`config.mk`:
```
export PLATFORM = sky130hd
export DESIGN_NAME = counter_ctrl
export DESIGN_NICKNAME = d
export VERILOG_FILES = /design/src/rtl/counter_ctrl_pkg.sv /design/src/rtl/counter_ctrl_tick_prescaler.sv /design/src/rtl/counter_ctrl.sv
export SDC_FILE = /design/constraint.sdc
export NUM_CORES = 1
export LEC_CHECK = 0
export BUFFER_PORTS_ARGS = -buffer_cell sky130_fd_sc_hd__clkbuf_2
export CORE_UTILIZATION = 55
export CTS_BUF_LIST = sky130_fd_sc_hd__clkbuf_8 sky130_fd_sc_hd__clkbuf_16
export DETAILED_ROUTE_END_ITERATION = 6
export PLACE_DENSITY = 0.75
export SYNTH_ARGS = -nofsm -noshare
export SYNTH_HDL_FRONTEND = slang
export SYNTH_HIERARCHICAL = 1
export SYNTH_SLANG_ARGS = --single-unit
export TNS_END_PERCENT = 1
```
`constraint.sdc`:
```
create_clock -name clk -period 5.1 [get_ports clk]
set_input_delay 1.02 -clock clk [delete_from_list [all_inputs] [get_ports clk]]
set_output_delay 1.02 -clock clk [all_outputs]
set_load 0.05 [all_outputs]
```
`src/rtl/counter_ctrl_pkg.sv`:
```
// Shared types and constants for the command-driven counter controller.
// Imported by the top level and by the prescaler sub-module.
package counter_ctrl_pkg;

    localparam int WIDTH_DEF = 4;

    typedef enum logic [1:0] {
        OP_NOP            = 2'b00,
        OP_START_ONESHOT  = 2'b01,
        OP_START_PERIODIC = 2'b10,
        OP_STOP           = 2'b11
    } cmd_op_e;

    typedef enum logic [1:0] {
        ST_IDLE = 2'b00,
        ST_RUN  = 2'b01,
        ST_DONE = 2'b10
    } state_e;

    function automatic logic is_start(input cmd_op_e op);
        return (op == OP_START_ONESHOT) || (op == OP_START_PERIODIC);
    endfunction

endpackage

```
`src/rtl/counter_ctrl_tick_prescaler.sv`:
```
// Programmable divider: raises step once every P+1 enabled cycles.
// clr has priority over en and returns the divider to zero.
module tick_prescaler
    import counter_ctrl_pkg::*;
#(
    parameter int WIDTH = WIDTH_DEF
) (
    input  logic             clk,
    input  logic             reset,
    input  logic             clr,
    input  logic             en,
    input  logic [WIDTH-1:0] p,
    output logic             step
);

    logic [WIDTH-1:0] cnt_q;
    logic [WIDTH-1:0] cnt_d;

    assign step = en && (cnt_q == p);

    // Next divider value
    always_comb begin
        cnt_d = cnt_q;
        if (clr) begin
            cnt_d = {WIDTH{1'b0}};
        end else if (step) begin
            cnt_d = {WIDTH{1'b0}};
        end else if (en) begin
            cnt_d = cnt_q + {{(WIDTH-1){1'b0}}, 1'b1};
        end else begin
            cnt_d = cnt_q;
        end
    end

    // Divider register
    always_ff @(posedge clk or posedge reset) begin
        if (reset) begin
            cnt_q <= {WIDTH{1'b0}};
        end else begin
            cnt_q <= cnt_d;
        end
    end

endmodule

```
`src/rtl/counter_ctrl.sv`:
```
// Command-driven 4-bit up-counter controller with one-shot and periodic modes.
// Owns the FSM, the count register, latched limit/prescale/mode and tc strobe.
module counter_ctrl
    import counter_ctrl_pkg::*;
#(
    parameter int WIDTH = WIDTH_DEF
) (
    input  logic             clk,
    input  logic             reset,
    input  logic             cmd_valid,
    output logic             cmd_ready,
    input  logic [1:0]       cmd_op,
    input  logic [WIDTH-1:0] cmd_limit,
    input  logic [WIDTH-1:0] cmd_prescale,
    output logic [WIDTH-1:0] q,
    output logic             running,
    output logic             tc_pulse,
    output logic             done
);

    state_e           state_q, state_d;
    logic [WIDTH-1:0] q_q, q_d;
    logic [WIDTH-1:0] limit_q, limit_d;
    logic [WIDTH-1:0] pre_q, pre_d;
    logic             periodic_q, periodic_d;
    logic             tc_q, tc_d;
    logic             running_q, running_d;
    logic             done_q, done_d;

    cmd_op_e          op_s;
    logic             start_s;
    logic             stop_s;
    logic             step_s;
    logic             pre_en_s;

    assign cmd_ready = 1'b1;
    assign op_s      = cmd_op_e'(cmd_op);
    assign start_s   = cmd_valid && is_start(op_s);
    assign stop_s    = cmd_valid && (op_s == OP_STOP);
    // A STOP in RUN must not advance the divider on the same edge.
    assign pre_en_s  = (state_q == ST_RUN) && !stop_s;

    tick_prescaler #(.WIDTH(WIDTH)) u_prescaler (
        .clk   (clk),
        .reset (reset),
        .clr   (start_s),
        .en    (pre_en_s),
        .p     (pre_q),
        .step  (step_s)
    );

    // Next-state, count and terminal-count logic; commands outrank steps
    always_comb begin
        state_d    = state_q;
        q_d        = q_q;
        limit_d    = limit_q;
        pre_d      = pre_q;
        periodic_d = periodic_q;
        tc_d       = 1'b0;
        if (start_s) begin
            limit_d    = cmd_limit;
            pre_d      = cmd_prescale;
            periodic_d = (op_s == OP_START_PERIODIC);
            q_d        = {WIDTH{1'b0}};
            state_d    = ST_RUN;
        end else begin
            case (state_q)
                ST_IDLE: state_d = ST_IDLE;
                ST_DONE: state_d = ST_DONE;
                ST_RUN: begin
                    if (stop_s) begin
                        state_d = ST_IDLE;
                    end else if (step_s) begin
                        if (q_q != limit_q) begin
                            q_d = q_q + {{(WIDTH-1){1'b0}}, 1'b1};
                        end else begin
                            tc_d = 1'b1;
                            if (periodic_q) begin
                                q_d = {WIDTH{1'b0}};
                            end else begin
                                state_d = ST_DONE;
                            end
                        end
                    end else begin
                        state_d = ST_RUN;
                    end
                end
                default: begin
                    state_d = ST_IDLE;
                    q_d     = {WIDTH{1'b0}};
                end
            endcase
        end
        running_d = (state_d == ST_RUN);
        done_d    = (state_d == ST_DONE);
    end

    // Controller registers
    always_ff @(posedge clk or posedge reset) begin
        if (reset) begin
            state_q    <= ST_IDLE;
            q_q        <= {WIDTH{1'b0}};
            limit_q    <= {WIDTH{1'b0}};
            pre_q      <= {WIDTH{1'b0}};
            periodic_q <= 1'b0;
            tc_q       <= 1'b0;
            running_q  <= 1'b0;
            done_q     <= 1'b0;
        end else begin
            state_q    <= state_d;
            q_q        <= q_d;
            limit_q    <= limit_d;
            pre_q      <= pre_d;
            periodic_q <= periodic_d;
            tc_q       <= tc_d;
            running_q  <= running_d;
            done_q     <= done_d;
        end
    end

    assign q        = q_q;
    assign running  = running_q;
    assign tc_pulse = tc_q;
    assign done     = done_q;

endmodule

```
# Yosys cells after proc, flatten, opt, wreduce, memory -nomap -nowiden
# Cells that the tools add are included.
[op_classes] addsub=2 n_eq_ne=13 mux=20 reduce_logical=10
[ops] operator="4-bit 2-to-1 mux" count=8
[ops] operator="2-bit 2-to-1 mux" count=5
[ops] operator="4-bit by 1-bit adder with 4-bit output, second input constant" count=2
[ops] operator="2-bit == test, second input constant" count=4
[ops] operator="4-bit one-hot mux with 2 select lines" count=1
[ops] operator="2-bit by 1-bit == test with 1-bit output, second input constant" count=3
[ops] operator="3-bit inequality test, second input constant" count=2
[ops] operator="1-bit 2-to-1 mux" count=5
[ops] operator="4-bit == test" count=1
[ops] operator="1-bit logical AND" count=4
[ops] operator="4-bit by 3-bit inequality test with 1-bit output, second input constant" count=1
[ops] operator="4-bit inequality test" count=1
[ops] operator="2-bit one-hot mux with 2 select lines" count=1
[ops] operator="4-bit AND reduction" count=1
[ops] operator="3-bit nonzero test" count=1
[ops] operator="2-bit zero test" count=1
[ops] operator="2-bit by 1-bit inequality test with 1-bit output, second input constant" count=1
[ops] operator="2-bit OR reduction" count=1
[ops] operator="1-bit zero test" count=1
[ops] operator="1-bit logical OR" count=1
[totals] ff_bits=22 word_cells=54

# Depth between registers and ports, before layout
[depth] depth_word=10 mapped_depth=11 depth_no_buf=10

# Hierarchy
# The synthesis kept the hierarchy.
[by_module_without_submodules] mod="counter_ctrl" instances=1 cells_per_inst=101 area_per_inst_um2=962.2
[by_module_without_submodules] mod="tick_prescaler" instances=1 cells_per_inst=31 area_per_inst_um2=295.3

# Worst setup path before layout
# No wires, ideal clock.
[synth_timing] path_type="input-to-reg" start="in cmd_op[0]" end="reg q_q[0], in the netlist q[0]" t_arrival_ns=2.918 slack_ns=2.064 cell_stages=10 path_buffers=1 path_cell_list="ha_1 a21bo_2 inv_1 clkbuf_2 o2111ai_2 nor2_2 a21boi_0 nor3b_1 a211o_2 a21o_1"
[synth_via] elab_chain_len=7 word_cells_on_any_way=15
[synth_rtl] item="from (decl)" line="counter_ctrl.sv:12" rtl="input logic [1:0] cmd_op,"
[synth_rtl] item="2-bit == test" line="counter_ctrl.sv:39" rtl="assign stop_s = cmd_valid && (op_s == OP_STOP);"
[synth_rtl] item="1-bit logical AND" line="counter_ctrl.sv:39"
[synth_rtl] item="1-bit zero test" line="counter_ctrl.sv:41" rtl="assign pre_en_s = (state_q == ST_RUN) && !stop_s;"
[synth_rtl] item="1-bit logical AND" line="counter_ctrl.sv:41"
[synth_rtl] item="net pre_en_s" line="counter_ctrl.sv:34" rtl="logic pre_en_s;"
[synth_rtl] item="1-bit logical AND" line="counter_ctrl_tick_prescaler.sv:19" rtl="assign step = en && (cnt_q == p);"
[synth_rtl] item="net step_s" line="counter_ctrl.sv:33" rtl="logic step_s;"
[synth_rtl] item="3-bit inequality test (no source line)"
[synth_rtl] item="4-bit AND reduction (no source line)"
[synth_rtl] item="to (signal assigned)" line="counter_ctrl.sv:102" rtl="q_q <= {WIDTH{1'b0}};"
[synth_rtl] item="to (signal assigned)" line="counter_ctrl.sv:111" rtl="q_q <= q_d;"
[synth_rtl] item="to (decl)" line="counter_ctrl.sv:22" rtl="logic [WIDTH-1:0] q_q, q_d;"
# The timed path passes the listed nets, and every way through them passes these cells.
# A chain may end at the register's enable or synchronous reset.

# Worst setup path in the final report
# Same ends and word-level chain as after synthesis.

==> metrics <==
status=finished clean; Critical Path RT=about 5.3 ns; Tot GR Track Use=a little under a quarter; FF-to-FF path depth=10; Lkg Pwr=approximately 0.76 nW; fillers=approximately 170; crit end category=register; Root Buffer=clkbuf_8; post-placement cell count=roughly 170; clk buf depth=2; Die X=49.8 um; crit path max fanout=9; Critical-path top delay cell=a211o_2; Die Area=about 2500 sq um; layout cell share with drive strength beyond 1=23.3%; final antenna-violating net count=0; Pins Over Slew Limit=0; total CTS buffers=3; Critical Path Max Stage Delay=around 0.37 ns; hold_buf cts=0; Final Total Pwr=between 500 and 600 uW; max-cap violations=0; fmax=about 0.32 GHz; pre-CTS WS=between 1.5 and 2 ns; Ports=21; CTS H-tree depth=1; TritonCTS clock tree=built; total grt overflow=0; Seq/Total Area, Yosys=43.8%; most common cell after layout, fill and taps aside=nand2_1; cell area power density=approximately 420 nW/um^2; Multi-input gate area=between 600 and 700 sq um; hold endpoint=pre_q[3]; Critical Path AT=approximately 3.3 ns; setup repair after global routing missed its margin=false; Yosys reg bits=22; HPWL after detailed placement=1.88 mm; GR Layer Usage met1=~30%; Seq. cell area=approximately 550 sq um; CTS Sinks=22; Hold Path Origin=pre_q[3]; postcts setup bufs=0; Worst R2R Setup Slack=2.27 ns; Worst-path clk slew=roughly 0.070 ns; Avg WL per Cell=approximately 14 um; drt first-iter violations=12; CP Class=in2reg; post-synthesis average cell area=~9.5 sq um; final hold vios=0; # DRC=0; Slew HR=between 50% and 60%; Worst-Skew Late Latency=0.26 ns; largest net degree at the start of global routing=20; Initial Util=~60%; post-CTS sizing=0; Vias=977; Mapped Area=approximately 1300 sq um; yosys warns=6; final wirelength=2.53 mm; Area Growth Syn to Fin=11.9%; die span in y=approximately 50 um; final worst slack=between 1.5 and 2 ns; met2 usage=41.2%; hold_ws=between 0.4 and 0.5 ns; Total Nets Final=about 170; I/O Buffers=19; setup TNS=0 ns; # setup viols final=0; FP Rows=16; Netlist cell types=40; drt first pass iters=4; Setup Skew=about 0.0014 ns; Max VDD drop=between 0.2 and 0.25 mV; Post-Syn Instances=132; grt met3 use=about 4.0%; core box area=approximately 2100 sq um; critical path launch point type=primary input; Post-Syn Nets=152; capturing point of the worst reg2reg path=q[0]; measured slew at the worst slew-check pin=0.693 ns; most frequent cells in the layout=nand2_1 (30), dfrtp_1 (22), clkbuf_2 (19), inv_1 (8), ha_1 (7); first-pass GRT wire length=between 4 and 5 mm; r2r startpoint=state_q[1]; Period minus WS final=slightly above 3 ns; Final Wtd Congestion=approximately 0.86; antenna cells=0; busiest layer in global routing=met2; initial antenna violation count=0; Tcrit/Tclk final=approximately three fifths; Hold Path Stages=2; min-delay worst type=reg2reg; Vias per Instance=~5.5; crit-path cells=clkbuf_2 -> ha_1 -> a21bo_2 -> inv_1 -> o2111ai_2 -> nor2_2 -> a21boi_0 -> nor3b_1 -> a211o_2 -> a21o_1; fin cells=roughly 180; vias in the first global route=just over 1000
-- synth_stat cells --
library cell  number  share of area (%)
ha_1               7                7.0
a21boi_0           1               0.60
a21oi_1            4                1.6
nor2_2             1               0.50
nor4_1             4                2.0
o31ai_1            1               0.60
a21o_1             5                3.0
a221oi_2           1                1.2
buf_1              1               0.30
clkbuf_1           1               0.30
nor2b_2            1               0.70
nor2b_4            1                1.1
nor3b_1            2                1.2
clkbuf_2           1               0.40
xor2_1             5                3.5
or2_1              2               0.99
inv_1              8                2.4
a211o_2            1               0.80
o21ai_0            1               0.40
nand3_1            4                1.6
and4_2             1               0.80
nand2_1           30                9.0
nand2b_1           6                3.0
o2111ai_2          1                1.2
nor4_4             1                1.7
nor2_1             2               0.60
a2111oi_0          2                1.4
and3_2             2                1.2
o211ai_2           1               0.99
nor2b_1            2               0.99
or2_2              1               0.50
a21bo_2            1               0.80
and2_1             1               0.50
o21ai_1            1               0.40
a2111o_1           1               0.90
dfrtp_1           22                 44
buf_4              1               0.60
nor3_1             2               0.80
conb_1             1               0.30
or2b_1             1               0.60
-- layout make-up --
class / instances / share of cell area (%)
multi-input cells: 98 / 46.7
flip-flops and latches: 22 / 39.1
repair buffers: 19 / 6.76
clock buffers: 3 / 2.93
well taps: 27 / 2.40
inverters: 8 / 2.13
-- per-stage QoR --
stage               cell area, sq um  util, %
finish                          1410     68.3
detailed placement              1370     66.3
global placement                1370     66.3
global route                    1410     68.3
CTS                             1410     68.3
floorplan                       1260        -
-- power by group --
| group | internal, mW | total [mW] | switching (mW) | leakage, nW |
|---|---|---|---|---|
| Combinational | 0.0943 | 0.246 | 0.152 | 0.453 |
| Clock | 0.0527 | 0.106 | 0.0530 | 0.0216 |
| Sequential | 0.209 | 0.246 | 0.0368 | 0.284 |
| Total | 0.356 | 0.597 | 0.242 | 0.759 |
-- per-layer routing --
layer  wire, um  up-vias
li1           -      487
met5          0        -
met3         62        4
met1       1200      468
met2       1230       18
met4         37        0
-- critical path, delay by kind of cell --
family	cells	cell delay, ns
buffers and inverters	2	0.29
AO/OA/AOI/OAI	5	1.34
AND/OR/NAND/NOR	2	0.40
adder cells (fa/ha/maj)	1	0.20
-- flip-flops by register name, summed over array words and instances, names as in the netlist --
signal	cells
limit_q	4
pre_q	4
tc_pulse	1
state_q	2
running	1
periodic_q	1
u_prescaler/cnt_q	4
q	4
done	1
-- worst max path at each step --
stage / slack (ns) / startpoint / to
2_1_floorplan: 2.06 / cmd_op[0] / q[0]
3_3_place_gp: 1.83 / cmd_op[0] / q[3]
3_5_place_dp: 1.71 / cmd_op[0] / q[0]
4_1_cts: 1.99 / cmd_op[0] / q[0]
5_1_grt: 1.70 / cmd_op[0] / q[2]
6_report: 1.98 / cmd_op[0] / q[0]
-- logic make-up (layout without fill, tap and decap cells) --
group | Yosys count | after routing | share of synthesized area, %
AOI/OAI and AO/OA | 21 | 21 | 13.8
xor gates and xnor gates | 5 | 5 | 3.48
adders and majority gates | 7 | 7 | 6.96
buffers and inverters | 12 | 30 | 3.98
DFF | 22 | 22 | 43.8
other | 1 | 1 | 0.298
and+or+nand+nor | 64 | 64 | 27.7
(Power assumes the default switching activity.)
